===== config.mk =====
export PLATFORM = sky130hd
export DESIGN_NAME = spi_slave
export DESIGN_NICKNAME = d
export VERILOG_FILES = /design/src/rtl/spi_pkg.sv /design/src/rtl/spi_sync.sv /design/src/rtl/spi_slave.sv
export SDC_FILE = /design/constraint.sdc
export NUM_CORES = 1
export LEC_CHECK = 0
export BUFFER_PORTS_ARGS = -buffer_cell sky130_fd_sc_hd__buf_4
export CAP_MARGIN = 20
export CORE_MARGIN = 8
export CORE_UTILIZATION = 50
export CTS_CLUSTER_DIAMETER = 200
export DETAILED_ROUTE_END_ITERATION = 7
export HOLD_SLACK_MARGIN = 0.05
export PLACE_DENSITY = 0.67
export SLEW_MARGIN = 10
export SYNTH_ARGS = -nofsm -noshare
export SYNTH_HDL_FRONTEND = slang
export SYNTH_SLANG_ARGS = --single-unit

===== constraint.sdc =====
create_clock -name clk -period 3.75 [get_ports clk]
set_input_delay 0.75 -clock clk [delete_from_list [all_inputs] [get_ports clk]]
set_output_delay 0.75 -clock clk [all_outputs]
set_load 0.005 [all_outputs]

===== src/rtl/spi_pkg.sv =====
// Shared SPI definitions: FSM state encoding and clock-mode constants
// used by both the master and slave blocks.
package spi_pkg;

  typedef enum logic [1:0] {
    ST_IDLE  = 2'd0,
    ST_LOAD  = 2'd1,
    ST_SHIFT = 2'd2
  } spi_state_t;

  localparam bit CPOL_IDLE_LOW     = 1'b0;
  localparam bit CPOL_IDLE_HIGH    = 1'b1;
  localparam bit CPHA_SAMPLE_LEAD  = 1'b0;
  localparam bit CPHA_SAMPLE_TRAIL = 1'b1;

endpackage


===== src/rtl/spi_sync.sv =====
// Two-flop synchronizer for a single asynchronous input, with a
// selectable reset level so the idle state is seen out of reset.
module spi_sync #(
  parameter bit RST_VAL = 1'b0
) (
  input  logic clk,
  input  logic rst,
  input  logic d,
  output logic q
);

  logic meta;

  always_ff @(posedge clk or posedge rst) begin
    if (rst) begin
      meta <= RST_VAL;
      q    <= RST_VAL;
    end else begin
      meta <= d;
      q    <= meta;
    end
  end

endmodule


===== src/rtl/spi_slave.sv =====
// SPI slave: oversamples sclk/ss_n/mosi in the clk domain, shifts one
// DATA_W word per frame slot with a single-entry transmit buffer.
module spi_slave
  import spi_pkg::*;
#(
  parameter int unsigned DATA_W = 8,
  parameter bit          CPOL   = CPOL_IDLE_LOW,
  parameter bit          CPHA   = CPHA_SAMPLE_LEAD
) (
  input  logic              clk,
  input  logic              rst,
  input  logic              sclk,
  input  logic              ss_n,
  input  logic              mosi,
  output logic              miso,
  output logic              miso_oe,
  input  logic [DATA_W-1:0] tx_data,
  input  logic              tx_load,
  output logic              tx_ready,
  output logic [DATA_W-1:0] rx_data,
  output logic              rx_valid,
  output logic              busy,
  output logic              tx_underrun
);

  localparam int unsigned      CNT_W    = (DATA_W > 1) ? $clog2(DATA_W) : 1;
  localparam logic [CNT_W-1:0] LAST_BIT = CNT_W'(DATA_W - 1);

  logic sclk_s, ss_n_s, mosi_s;
  logic sclk_q, ss_n_q;
  logic [1:0] settle;

  spi_sync #(.RST_VAL(CPOL))  u_sync_sclk (.clk(clk), .rst(rst), .d(sclk), .q(sclk_s));
  spi_sync #(.RST_VAL(1'b1))  u_sync_ss   (.clk(clk), .rst(rst), .d(ss_n), .q(ss_n_s));
  spi_sync #(.RST_VAL(1'b0))  u_sync_mosi (.clk(clk), .rst(rst), .d(mosi), .q(mosi_s));

  spi_state_t        state, state_nxt;
  logic [CNT_W-1:0]  bit_cnt;
  logic [DATA_W-1:0] tx_sr, rx_sr, tx_buf, load_word;
  logic              und_pend;
  logic              lead, trail, sample, shift, last, ss_fall, load;

  // Edge strobes and next-state decode
  always_comb begin
    state_nxt = state;
    lead      = (sclk_q == CPOL) && (sclk_s != CPOL);
    trail     = (sclk_q != CPOL) && (sclk_s == CPOL);
    ss_fall   = ss_n_q && !ss_n_s;
    sample    = (state == ST_SHIFT) && !ss_n_s && (CPHA ? trail : lead);
    // In mode 0 the trailing edge right after a word's last sample belongs
    // to that word, so it must not shift the freshly loaded next word.
    shift     = (state == ST_SHIFT) && (CPHA ? lead : (trail && (bit_cnt != '0)));
    last      = sample && (bit_cnt == LAST_BIT);
    load      = (state == ST_LOAD) && !ss_n_s;
    load_word = tx_ready ? '0 : tx_buf;

    if (ss_n_s) begin
      state_nxt = ST_IDLE;
    end else begin
      case (state)
        ST_IDLE:  if (ss_fall) state_nxt = ST_LOAD;
        ST_LOAD:  state_nxt = ST_SHIFT;
        ST_SHIFT: if (last) state_nxt = ST_LOAD;
        default:  state_nxt = ST_IDLE;
      endcase
    end
  end

  always_ff @(posedge clk or posedge rst) begin
    if (rst) begin
      state       <= ST_IDLE;
      sclk_q      <= CPOL;
      ss_n_q      <= 1'b0;
      settle      <= 2'b00;
      bit_cnt     <= '0;
      tx_sr       <= '0;
      rx_sr       <= '0;
      tx_buf      <= '0;
      und_pend    <= 1'b0;
      miso        <= 1'b0;
      miso_oe     <= 1'b0;
      tx_ready    <= 1'b1;
      rx_data     <= '0;
      rx_valid    <= 1'b0;
      busy        <= 1'b0;
      tx_underrun <= 1'b0;
    end else begin
      state       <= state_nxt;
      sclk_q      <= sclk_s;
      settle      <= {settle[0], 1'b1};
      // Hold the ss_n history low until the synchronizer has flushed its
      // reset value, so a level held low through reset is not a fall.
      ss_n_q      <= settle[1] ? ss_n_s : 1'b0;
      busy        <= (state_nxt != ST_IDLE);
      miso_oe     <= !ss_n_s;
      rx_valid    <= last;
      tx_underrun <= 1'b0;

      if (state_nxt == ST_IDLE) begin
        bit_cnt  <= '0;
        rx_sr    <= '0;
        und_pend <= 1'b0;
        miso     <= 1'b0;
      end else if (state == ST_LOAD) begin
        bit_cnt  <= '0;
        und_pend <= tx_ready;
        tx_sr    <= CPHA ? load_word : {load_word[DATA_W-2:0], 1'b0};
        if (!CPHA) miso <= load_word[DATA_W-1];
      end else begin
        if (sample) begin
          rx_sr   <= {rx_sr[DATA_W-2:0], mosi_s};
          bit_cnt <= last ? '0 : bit_cnt + CNT_W'(1);
          if (last) rx_data <= {rx_sr[DATA_W-2:0], mosi_s};
        end
        if (shift) begin
          miso  <= tx_sr[DATA_W-1];
          tx_sr <= {tx_sr[DATA_W-2:0], 1'b0};
        end
        // Underrun is flagged when the empty-loaded word actually starts
        if (lead && und_pend) begin
          tx_underrun <= 1'b1;
          und_pend    <= 1'b0;
        end
      end

      if (load) tx_ready <= 1'b1;
      if (tx_load && tx_ready) begin
        tx_buf   <= tx_data;
        tx_ready <= 1'b0;
      end
    end
  end

endmodule


== Word level (Yosys, flattened, before mapping) ==
Index checks and enable logic that the tools add are counted.
Storage, ports and cells
  register bits after elaboration: 53
  input bits: 14
  output and inout bits: 14
  word-level logic and storage cells: 82
Cells by class
  add/subtract/negate cells: 1
  eq/ne operators: 4
  muxes and demuxes: 26
  bitwise operators: 4
  reduce and logical (&&, ||, !) cells: 25
Operators with widths (number)
  $mux 8: 3
  $mux 7: 3
  $mux 1: 12
  $mux 3: 4
  $reduce_bool 3->1: 4
  $logic_and 1x1->1: 11
  $reduce_bool 2->1: 4
  $mux 2: 3
  $pmux 2 s3: 1
  $logic_not 2->1: 2
  $not 1->1: 4
  $reduce_and 2->1: 2
  $reduce_and 4->1: 1
  $add 3x1->3 const B: 1
  $eq 3x3->1 const B: 1
  $eq 2x1->1 const B: 1
  $eq 2x2->1 const B: 1
  $ne 2x1->1 const B: 1
  $logic_not 1->1: 1

== Logic depth before layout (Yosys ltp) ==
Gate-level depths: netlist of run 1.
  depth after elaboration: 10
  depth in mapped cells: 6
  gate-level depth less buffers: 6

== By module ==
A second synthesis of run 1 with hierarchy kept.
Second synthesis, totals
  cells, all modules: 154
  area total of the unflattened synthesis: 2075.7 sq um
Modules (own cells, without submodules)
  spi_slave: times used 1, cells an instance 145, area each 1911.8 sq um
  spi_sync (u_sync_mosi ...): times used 2, cells an instance 3, area each 53.8 sq um
  spi_sync (u_sync_ss): times used 1, cells an instance 3, area each 56.3 sq um

== Worst setup path before layout of run 1 ==
Ideal clock, no wire load.
  path type: register to register
  start point: register state[0]
  end point: register rx_data[0]
  library setup time: 125 ps
  data arrival time: 1515 ps
  required time: 3625 ps
  setup slack: 2111 ps
  stages on the path, launching flop included: 6
  buffers on the path: 0
  clock period less this slack: 1639 ps
  cells stage by stage: dfrtp_1 > or3b_4 > nor2_4 > nand2_4 > inv_2 > mux2_2
Between the ends
  longest elaborated chain between the ends: 10
Ends and longest elaborated chain
  start, declared: line spi_slave.sv:37  | spi_state_t state, state_nxt;
  start signal, assigned: line spi_slave.sv:88  | state <= state_nxt;
  $eq 2x2->1 *: line spi_slave.sv:49  | sample = (state == ST_SHIFT) && !ss_n_s && (CPHA ? trail : lead);
  $logic_and 1x1->1 * (2 in a row): line spi_slave.sv:49
  $logic_and 1x1->1 *: line spi_slave.sv:53  | last = sample && (bit_cnt == LAST_BIT);
  net last: line spi_slave.sv:41  | logic lead, trail, sample, shift, last, ss_fall, load;
  $mux 2: line spi_slave.sv:63  | ST_SHIFT: if (last) state_nxt = ST_LOAD;
  $pmux 2 s3: line spi_slave.sv:60  | case (state)
  $mux 2: line spi_slave.sv:57  | if (ss_n_s) begin
  $logic_not 2->1: line spi_slave.sv:99  | if (state_nxt == ST_IDLE) begin
  $not 1->1 (no line)
  $reduce_and 4->1 (no line) *
  end signal, assigned: line spi_slave.sv:113  | if (last) rx_data <= {rx_sr[DATA_W-2:0], mosi_s};
  end, declared: line spi_slave.sv:20  | output logic [DATA_W-1:0] rx_data,
Mark *: on every way through the listed nets, which the timed path passes. The rest lies on a longest branch.
A chain may end at the register's enable or synchronous reset.

== Worst setup path in the final report of run 1 ==
  start point: register state[0]
  end point: register rx_data[1]
The elaborated chain is that of the path after synthesis.

==> run_results.csv, run 1 <==
group,metric,value,unit
status,status,"completed",
logic_synthesis,avgSynthCellArea,13.2,um^2
detailed_routing,avgViaCountPerCell,5.36,
logic_synthesis,synth_top_flop_cell,"dfrtp_1",
logic_synthesis,synth_warnings,0,
clocking,post_cts_resize_count,0,
layout,diodes,0,
place,dp_slack,1.82,ns
layout,stdcell_count,239,
logic_synthesis,ys_seq_area_share,63.1,%
logic_synthesis,synth-edff-count,0,
timing,finalCriticalPeriod,1.95,ns
grt,grt_usage,12.7,%
place,place_congestion,0.791,
timing,slew_violations,0,
timing,max_freq,513,MHz
floorplan,initial_utilization,51.7,%
detailed_routing,dr.pass1.iters,4,
logic_synthesis,synthDistinctLibCells,37,
clocking,postCtsHoldBufs,0,
clocking,cts_setup_buffers,0,
timing,relSlewSlack,65.1,%
detailed_routing,vias,1281,
layout,final_area,0.00243,mm^2
timing,rsz0062_at_grt,"no",
clocking,cts.clk_slew.worst_paths,0.08,ns
timing,setup_viol,0,
worst_setup_path,critPathRequiredTime,3.93,ns
layout,post-route-util,60.7,%
place,portBuffers,27,
min_path,hp-class,"reg2reg",
worst_setup_path,r2r_cells,5,
timing,post-route-period-util,51.9,%
layout,nets,205,
grt,antenna_found_initial,0,
detailed_routing,drc_errors,0,
floorplan,die_y,80.3,um
floorplan,dieWidth,80.3,um
clocking,clockBufferDepth,2,
detailed_routing,wl_per_cell,16.0,um
floorplan,core_region_area,0.00400,mm^2
timing,final_hold_viol_count,0,
detailed_routing,detail-route-antenna-nets,0,
grt,first_global_vias,1407,
logic_synthesis,synth_cells,157,
timing,finalSetupTns,0,ns
layout,areaGrowthSynthToFinish,17.4,%
worst_setup_path,startpoint_type,"flip-flop",
place,dpl_cell_area,0.00231,mm^2
worst_setup_path,crit_fanout,12,
logic_synthesis,synth-async-reset-ratio,100,%
clocking,h-tree-depth,2,
floorplan,die-area,0.00645,mm^2
grt,grt_max_degree,53,
power,p_leak,0.00120,uW
detailed_routing,wirelength,3.83,mm
worst_setup_path,endpoint_kind,"flip-flop",
run,drv_cap,0,
timing,worstMarginPinSlew,0.524,ns
worst_setup_path,cp_data_arrival_time,2.13,ns
grt,overflow,0,
detailed_routing,drt_iter0_drc,111,
floorplan,rows,23,
worst_setup_path,crit_type,"reg2reg",
logic_synthesis,synth_nets,174,
floorplan,ios,28,
clocking,cts_inserted_buffers,5,
layout,drive_above_1_share,32.8,%
min_path,min_path_cells,0,
power,pwr_density_cell,508,mW/mm^2
clocking,cts_tree,"yes",
power,vdd_drop_max,361,uV
logic_synthesis,synth_seq_cells,52,
clocking,insertion_delay,0.29,ns
place,hpwlAfterDp,2.75,mm
timing,timing.final.ws_setup,1.80,ns
logic_synthesis,syn_area,0.00207,mm^2
timing,fin_skew,0.00320,ns
place,dp_cells,230,
clocking,clkSinkCount,52,
layout,fillerInstances,324,
grt,grt_first_pass_wirelength,6.45,mm
clocking,ctsRootBufferMaster,"clkbuf_8",
## path summary, 6_finish.rpt
check | from | to | slack, ns
max | state[0] | rx_data[1] | 1.80
max reg2reg | state[0] | rx_data[1] | 1.80
min in group asynchronous | rst | rx_data[1] | 0.37
min | u_sync_mosi.meta | u_sync_mosi.q | 0.36
min reg2reg | u_sync_mosi.meta | u_sync_mosi.q | 0.36
max in group asynchronous | rst | tx_ready | 2.84
## state kept, by name (all words and copies together) (netlist names), 2 cells and up
register	count
bit_cnt	3
tx_buf	8
state	2
rx_sr	7
rx_data	8
settle	2
tx_sr	7
## report_power, final
group | leakage, uW | total (uW) | switching [uW] | internal (uW)
logic | 0.000474 | 193 | 81.5 | 111
clock network | 0.0000510 | 314 | 167 | 147
registers | 0.000671 | 726 | 68.4 | 658
## metal layers
metal | GRT usage [%] | part of all wire (%)
met1 | 15.5 | 45
met2 | 20.3 | 49
met3 | 4.13 | 5.2
met4 | 4.73 | 0.76
met5 | 0 | 0
## critical path, stage by stage (launching register included)
cell and delay (ns):
dfrtp_1 0.45, or3b_4 0.47, nor2_4 0.31, nand2_4 0.12
inv_2 0.13, mux2_2 0.35
## stage by stage
stage | hold WS [ns] | power [uW]
floorplan | 0.331 | 858
global placement | 0.333 | 909
detailed placement | 0.340 | 930
CTS | 0.359 | 1250
global route | 0.368 | 1310
finish | 0.360 | 1230
## cell usage after synthesis, drive strengths merged (3+ instances only)
cell | count | area (um^2)
nand2 | 5 | 26.3
inv | 12 | 45.0
mux2 | 16 | 180
a22o | 7 | 61.3
nor3b | 6 | 45.0
ha | 3 | 37.5
dfrtp | 49 | 1230
nor2 | 10 | 47.6
a21oi | 8 | 40.0
mux2i | 5 | 50.1
clkbuf | 3 | 11.3
o21ai | 5 | 25.0
dfstp | 3 | 78.8
## cells in the final DEF (no fill, tap or decap), types with 2 or more instances in the layout
master    count
nor3_1        2
o21ai_0       5
a21oi_1       8
nand3b_1      2
clkinv_2      2
inv_2         2
buf_4        27
nor2b_1       2
mux2i_1       5
dfstp_2       3
nand2b_1      2
nor2_1        8
mux2_2       16
dfrtp_1      49
inv_1        10
a22o_1        7
clkbuf_8      6
nand2_1       4
o21a_1        2
nor3b_1       6
ha_1          3
## area by class of cell
| cell class | count | area (um^2) | share of cell area [%] |
|---|---|---|---|
| clock inverters | 2 | 10.0 | 0.412 |
| repair buffers | 28 | 223 | 9.18 |
| flip-flops and latches | 52 | 1310 | 53.8 |
| inverters | 12 | 45.0 | 1.86 |
| well taps | 50 | 62.6 | 2.58 |
| clock buffers | 6 | 82.6 | 3.40 |
| multi-input cells | 89 | 699 | 28.8 |
## cells by family (layout without fill, tap and decap cells)
| family | count (synthesis) | in the layout | synth area share (%) |
|---|---|---|---|
| AO/OA/AOI/OAI | 29 | 29 | 9.56 |
| adder cells (fa/ha/maj) | 3 | 3 | 1.82 |
| buffers and inverters | 16 | 48 | 3.09 |
| flip-flops | 52 | 52 | 63.1 |
| multiplexers | 21 | 21 | 11.1 |
| other | 1 | 1 | 0.181 |
| AND/OR/NAND/NOR | 35 | 35 | 11.1 |
Power figures use the tool's default switching activity.
==> run 2, diff against run 1 <==
- ABC_AREA: not set -> 1
- PLACE_DENSITY: 0.67 -> 0.69
- clock period: 3.75 -> 1.6 ns (I/O delays scaled with it)
==> run 2 against run 1 <==
- die area is 2.4% higher
- sequential cell count is the same
- area after synthesis up 3.0%
- non-clock buffer count increased by 11
- fmax increased by 26%
- clock-buffer cell count did not move
- register-to-register slack got worse by 1.7 ns
- synthesized cell count increased by 40%
- worst hold slack got worse by 0.24 ns
- final area rose by 8.0%
- total power increased by 130%
- wire length decreased by 1.2%
- largest power group unchanged
==> run_results.csv, run 2 <==
group,metric,value,unit
power,p_leak,0.00141,uW
logic_synthesis,synth_top_flop_cell,"dfrtp_1",
floorplan,dieWidth,81.3,um
clocking,clkSinkCount,52,
min_path,hp-class,"in2reg",
detailed_routing,drc_errors,0,
worst_setup_path,startpoint_type,"flip-flop",
clocking,cts_inserted_buffers,5,
timing,slew_violations,0,
place,portBuffers,27,
run,drv_cap,0,
place,hpwlAfterDp,2.66,mm
logic_synthesis,synth-edff-count,0,
detailed_routing,wl_per_cell,12.0,um
layout,diodes,0,
power,internal-power,2100,uW
power,p_clk_share,30.8,%
detailed_routing,wirelength,3.78,mm
logic_synthesis,synthDistinctLibCells,27,
layout,drive_above_1_share,27.7,%
grt,grt_most_used_layer,"met2",
timing,max_freq,647,MHz
logic_synthesis,synth_warnings,0,
floorplan,rows,23,
power,pwr-share-comb,13.3,%
clocking,h-tree-depth,2,
grt,gr-usage-met3,3.86,%
logic_synthesis,avgSynthCellArea,9.69,um^2
layout,areaGrowthSynthToFinish,23.0,%
logic_synthesis,synth_most_common_cell,"nand2_1",
worst_setup_path,crit_type,"reg2reg",
timing,post-route-period-util,96.5,%
detailed_routing,detail-route-antenna-nets,0,
place,place_congestion,0.794,
layout,post-route-util,64.6,%
grt,grt_usage,12.5,%
power,pwr_density_cell,1070,mW/mm^2
floorplan,die-area,0.00661,mm^2
worst_setup_path,crit_fanout,7,
layout,reg_top3,"rx_data x8, tx_buf x8",
place,dpl_cell_area,0.00242,mm^2
worst_setup_path,worstPathBufferInverterCount,1,
timing,worstMarginPinSlew,0.491,ns
worst_setup_path,cp_data_arrival_time,1.73,ns
logic_synthesis,synth_area_leaders,"dfrtp_1 (58%), nand2_1 (17%), nand3_2 (4.2%), dfstp_2 (3.7%), nand3_1 (3.1%)",
timing,fin_skew,0.00692,ns
logic_synthesis,synth-async-reset-ratio,100,%
layout,nets,280,
detailed_routing,vias,1505,
worst_setup_path,path_common_cell,"nand4_4",
timing,relSlewSlack,66.9,%
timing,setup_viol,0,
grt,overflow,0,
floorplan,ios,28,
status,status,"completed",
layout,stdcell_count,314,
worst_setup_path,crit_path_max_incr_delay,0.42,ns
grt,first_global_vias,1486,
timing,rsz0062_at_grt,"no",
clocking,cts_tree,"yes",
logic_synthesis,syn_area,0.00213,mm^2
logic_synthesis,synth_seq_cells,52,
timing,finalSetupTns,0,ns
logic_synthesis,synth_nets,237,
place,dp_cells,300,
detailed_routing,avgViaCountPerCell,4.79,
timing,timing.final.ws_setup,0.0555,ns
worst_setup_path,cp_cell_sequence,"ha_2, ha_4, nand4_4, nand4_4, buf_4, nand3_2, nand2_1",
grt,met1_usage,15.5,%
logic_synthesis,synth_cells,220,
grt,grt_first_pass_wirelength,6.59,mm
layout,final_area,0.00262,mm^2
layout,layout_common_cells,"nand2_1 (99), dfrtp_1 (49), buf_4 (37)",
worst_setup_path,endpoint_kind,"flip-flop",
detailed_routing,drt_iter0_drc,39,
power,seqPwrFrac,55.8,%
worst_setup_path,slowest_stage,"dfrtp_1",
power,vdd_drop_max,858,uV
logic_synthesis,ys_seq_area_share,61.2,%
worst_setup_path,critPathRequiredTime,1.79,ns
grt,grt_use_met2,20.2,%
power,switching_share,25.2,%
worst_setup_path,cp_top_family,"simple AND/OR/NAND/NOR gates",
floorplan,core_region_area,0.00406,mm^2
detailed_routing,dr.pass1.iters,4,
grt,antenna_found_initial,0,
floorplan,initial_utilization,52.5,%
floorplan,die_y,81.3,um
timing,finalCriticalPeriod,1.54,ns
power,p_sw,708,uW
logic_synthesis,yosysTopAreaCellShare,57.5,%
logic_synthesis,synthTopCellsByCount,"nand2_1 (99), dfrtp_1 (49), nand3_1 (13), inv_1 (10), nand3_2 (9)",
clocking,insertion_delay,0.30,ns
layout,final_common_cell,"nand2_1",
clocking,ctsRootBufferMaster,"clkbuf_8",
logic_synthesis,synth_top_area_cell,"dfrtp_1",
place,dp_slack,-0.0628,ns
grt,grt_max_degree,33,
clocking,clockBufferDepth,2,
timing,final_hold_viol_count,0,
clocking,cts.clk_slew.worst_paths,0.09,ns
==> run 2: logic make-up (layout without fill, tap and decap cells) <==
logic type	after synthesis	count (layout)	share of synthesized area [%]
adders and majority gates	3	3	1.76
AOI/OAI and AO/OA	9	9	2.41
DFF	52	52	61.2
other	1	1	0.176
buffers and inverters	19	63	3.93
and+or+nand+nor	136	136	30.5
==> run 2: path summary, 6_finish.rpt <==
| check | startpoint | to | slack (ns) | depth (start not counted) |
|---|---|---|---|---|
| max | bit_cnt[0] | tx_sr[5] | 0.06 | 7 |
| min | sclk | u_sync_sclk.meta | 0.12 | 1 |
| max reg2reg | bit_cnt[0] | tx_sr[5] | 0.06 | 7 |
| min reg2reg | u_sync_sclk.meta | u_sync_sclk.q | 0.35 | 0 |
| max in group asynchronous | rst | tx_ready | 0.60 | 4 |
| min in group asynchronous | rst | u_sync_mosi.meta | 0.42 | 3 |
==> run 2: power groups by stage <==
stage	combinational, uW	sequential [uW]	clock (uW)
after global placement	360	1580	0
after floorplan	256	1570	0
final	375	1570	866
after CTS	381	1570	898
after detailed placement	365	1590	0
after global routing	445	1590	942
==> run 2: metrics by stage <==
step / total power, uW / hold WS [ns]
2_1_floorplan: 1830 / 0.324
3_3_place_gp: 1950 / 0.177
3_5_place_dp: 1950 / 0.177
4_1_cts: 2850 / 0.115
5_1_grt: 2970 / 0.107
6_report: 2810 / 0.123
==> run 2: timing repair <==
action                                  CTS  global route
resized for setup                         0             7
endpoints found under the setup margin    7            21
setup buffers                             2             3
hold endpoints to repair                  1             0
pin swaps                                 0             1
hold buffers                              1             0
==> run 2: layout make-up <==
type                            instances  area, um^2
Clock buffer                            6        72.6
Timing Repair Buffer                   39         308
Clock inverter                          2        35.0
Sequential cell                        52        1310
Tap cell                               50        62.6
Inverter                               16        67.6
Multi-Input combinational cell        149         771
Fill cell                             337        1440
==> run 2: per-layer routing <==
layer / vias to the layer above / wire, um
li1: 775 / -
met1: 698 / 1810
met2: 28 / 1770
met3: 4 / 184
met4: 0 / 25
met5: - / 0
==> run 3, diff against run 2 <==
- PLACE_DENSITY: 0.69 -> 0.78
==> run 3 against run 2 <==
- fmax is 2.0% higher
- sequential cell count stayed put
- combinational power hardly changed
- register-to-register slack better by 0.03 ns
- clock skew is 0.0017 ns higher
- critical endpoint is now tx_sr[6]
- first-iteration DRC count is 15% higher
- sequential power hardly changed
- wire length is 2.2% lower
- core utilization is 1.2 points lower
- worst hold slack worse by 0.070 ns
==> run_results.csv, run 3 (synthesis gave the netlist of run 2 again) <==
group,metric,value,unit
floorplan,core_region_area,0.00406,mm^2
timing,max_freq,660,MHz
clocking,ctsRootBufferMaster,"clkbuf_8",
worst_setup_path,cp_cell_sequence,"ha_1, ha_2, nand4_4, nand4_4, buf_4, nand3_1, nand2_1",
timing,post-route-period-util,94.7,%
clocking,h-tree-depth,2,
clocking,cts.clk_slew.worst_paths,0.09,ns
timing,slew_violations,0,
clocking,insertion_delay,0.30,ns
worst_setup_path,crit_fanout,4,
grt,grt_use_met2,20.1,%
grt,met1_usage,15.0,%
worst_setup_path,path_common_cell,"nand4_4",
grt,overflow,0,
power,power,2710,uW
floorplan,rows,23,
floorplan,die-area,0.00661,mm^2
layout,reg_top3,"rx_data x8, tx_buf x8",
grt,antenna_found_initial,0,
timing,rsz0062_at_grt,"no",
worst_setup_path,crit_path_max_incr_delay,0.42,ns
detailed_routing,wirelength,3.70,mm
layout,areaGrowthSynthToFinish,20.7,%
place,place_congestion,0.785,
timing,timing.final.ws_setup,0.0855,ns
status,status,"completed",
detailed_routing,vias,1525,
grt,grt_first_pass_wirelength,6.59,mm
layout,drive_above_1_share,27.5,%
detailed_routing,drc_errors,0,
run,drv_cap,0,
worst_setup_path,startpoint_type,"flip-flop",
layout,nets,278,
layout,fillerInstances,331,
timing,whs,0.0525,ns
layout,post-route-util,63.4,%
place,hpwlAfterDp,2.70,mm
clocking,clockBufferDepth,2,
detailed_routing,wl_per_cell,11.9,um
timing,worstMarginPinSlew,0.495,ns
floorplan,die_y,81.3,um
worst_setup_path,slowest_stage,"dfrtp_1",
timing,finalSetupTns,0,ns
worst_setup_path,critPathRequiredTime,1.80,ns
timing,final_hold_viol_count,0,
timing,setup_viol,0,
worst_setup_path,endpoint_kind,"flip-flop",
layout,diodes,0,
grt,grt_usage,12.6,%
clocking,postCtsHoldBufs,0,
floorplan,initial_utilization,52.5,%
floorplan,ios,28,
grt,grt_most_used_layer,"met2",
worst_setup_path,cp_data_arrival_time,1.71,ns
detailed_routing,drt_iter0_drc,45,
power,pwr_density_cell,1050,mW/mm^2
timing,relSlewSlack,66.7,%
grt,first_global_vias,1563,
place,dp_slack,-0.0328,ns
place,portBuffers,27,
power,vdd_drop_max,666,uV
layout,final_common_cell,"nand2_1",
floorplan,dieWidth,81.3,um
clocking,cts_inserted_buffers,5,
detailed_routing,dr.pass1.iters,4,
clocking,cts_tree,"yes",
detailed_routing,detail-route-antenna-nets,0,
grt,grt_max_degree,30,
worst_setup_path,crit_type,"reg2reg",
grt,gr-usage-met3,4.64,%
timing,finalCriticalPeriod,1.51,ns
clocking,clkSinkCount,52,
detailed_routing,avgViaCountPerCell,4.89,
min_path,hp-class,"in2async",
timing,fin_skew,0.00859,ns
power,p_leak,0.00140,uW
layout,layout_common_cells,"nand2_1 (99), dfrtp_1 (49), buf_4 (36)",
==> run 3: cell types whose count changed in the layout (fill, tap and decap cells not counted) <==
| cell | previous run | this run |
|---|---|---|
| clkbuf_1 | 1 | 0 |
| inv_6 | 0 | 1 |
| buf_12 | 1 | 0 |
| clkbuf_8 | 5 | 6 |
| bufinv_16 | 1 | 0 |
| dlygate4sd3_1 | 1 | 0 |
| buf_6 | 0 | 1 |
| ha_1 | 1 | 2 |
| buf_4 | 37 | 36 |
| ha_4 | 1 | 0 |
==> run 3: path summary, 6_finish.rpt <==
path / start / end / slack (ns) / cells past startpoint
max: bit_cnt[0] / tx_sr[6] / 0.09 / 7
max in group asynchronous: rst / u_sync_ss.meta / 1.22 / 3
min reg2reg: u_sync_sclk.meta / u_sync_sclk.q / 0.35 / 0
min in group clk: ss_n / u_sync_ss.meta / 0.11 / 1
min: rst / rx_data[1] / 0.05 / 3
max reg2reg: bit_cnt[0] / tx_sr[6] / 0.09 / 7
==> run 3: through the flow <==
| stage | instance area (um^2) | std cells |
|---|---|---|
| floorplan | 2130 | 220 |
| global placement | 2410 | 299 |
| detailed placement | 2410 | 299 |
| CTS | 2530 | 310 |
| global route | 2570 | 312 |
| finish | 2570 | 312 |
==> run 3: where the power goes <==
| group | internal (uW) | total [uW] | switching [uW] |
|---|---|---|---|
| combinational | 153 | 374 | 221 |
| clock | 354 | 770 | 416 |
| sequential | 1480 | 1570 | 90.0 |
==> run 3: cell type report <==
class | instances | area [um^2] | share of cell area (%)
Tap cell | 50 | 62.6 | 2.43
Clock inverter | 2 | 13.8 | 0.535
Timing Repair Buffer | 37 | 282 | 10.9
Multi-Input combinational cell | 149 | 758 | 29.5
Sequential cell | 52 | 1310 | 50.8
Inverter | 16 | 67.6 | 2.63
Clock buffer | 6 | 82.6 | 3.21
==> run 3: worst max-delay path: cells and delay by family (launching register included) <==
family,cells,cell delay [ns]
flops,1,0.42
simple gates,4,0.41
fa+ha+maj,2,0.40
buf+inv,1,0.19
==> run 3: per-layer routing <==
layer,part of all wire (%),vias to the layer above,wire [um]
met5,0,-,0
met4,1.4,0,52
met3,7.2,7,265
met2,44,42,1640
met1,47,705,1740
li1,-,771,-
==> run 3: timing repair <==
item                                    4_1_cts  5_1_grt
setup buffers                                 3        2
resized for setup                             0        6
endpoints found under the setup margin        7       15
pin swaps                                     0        2
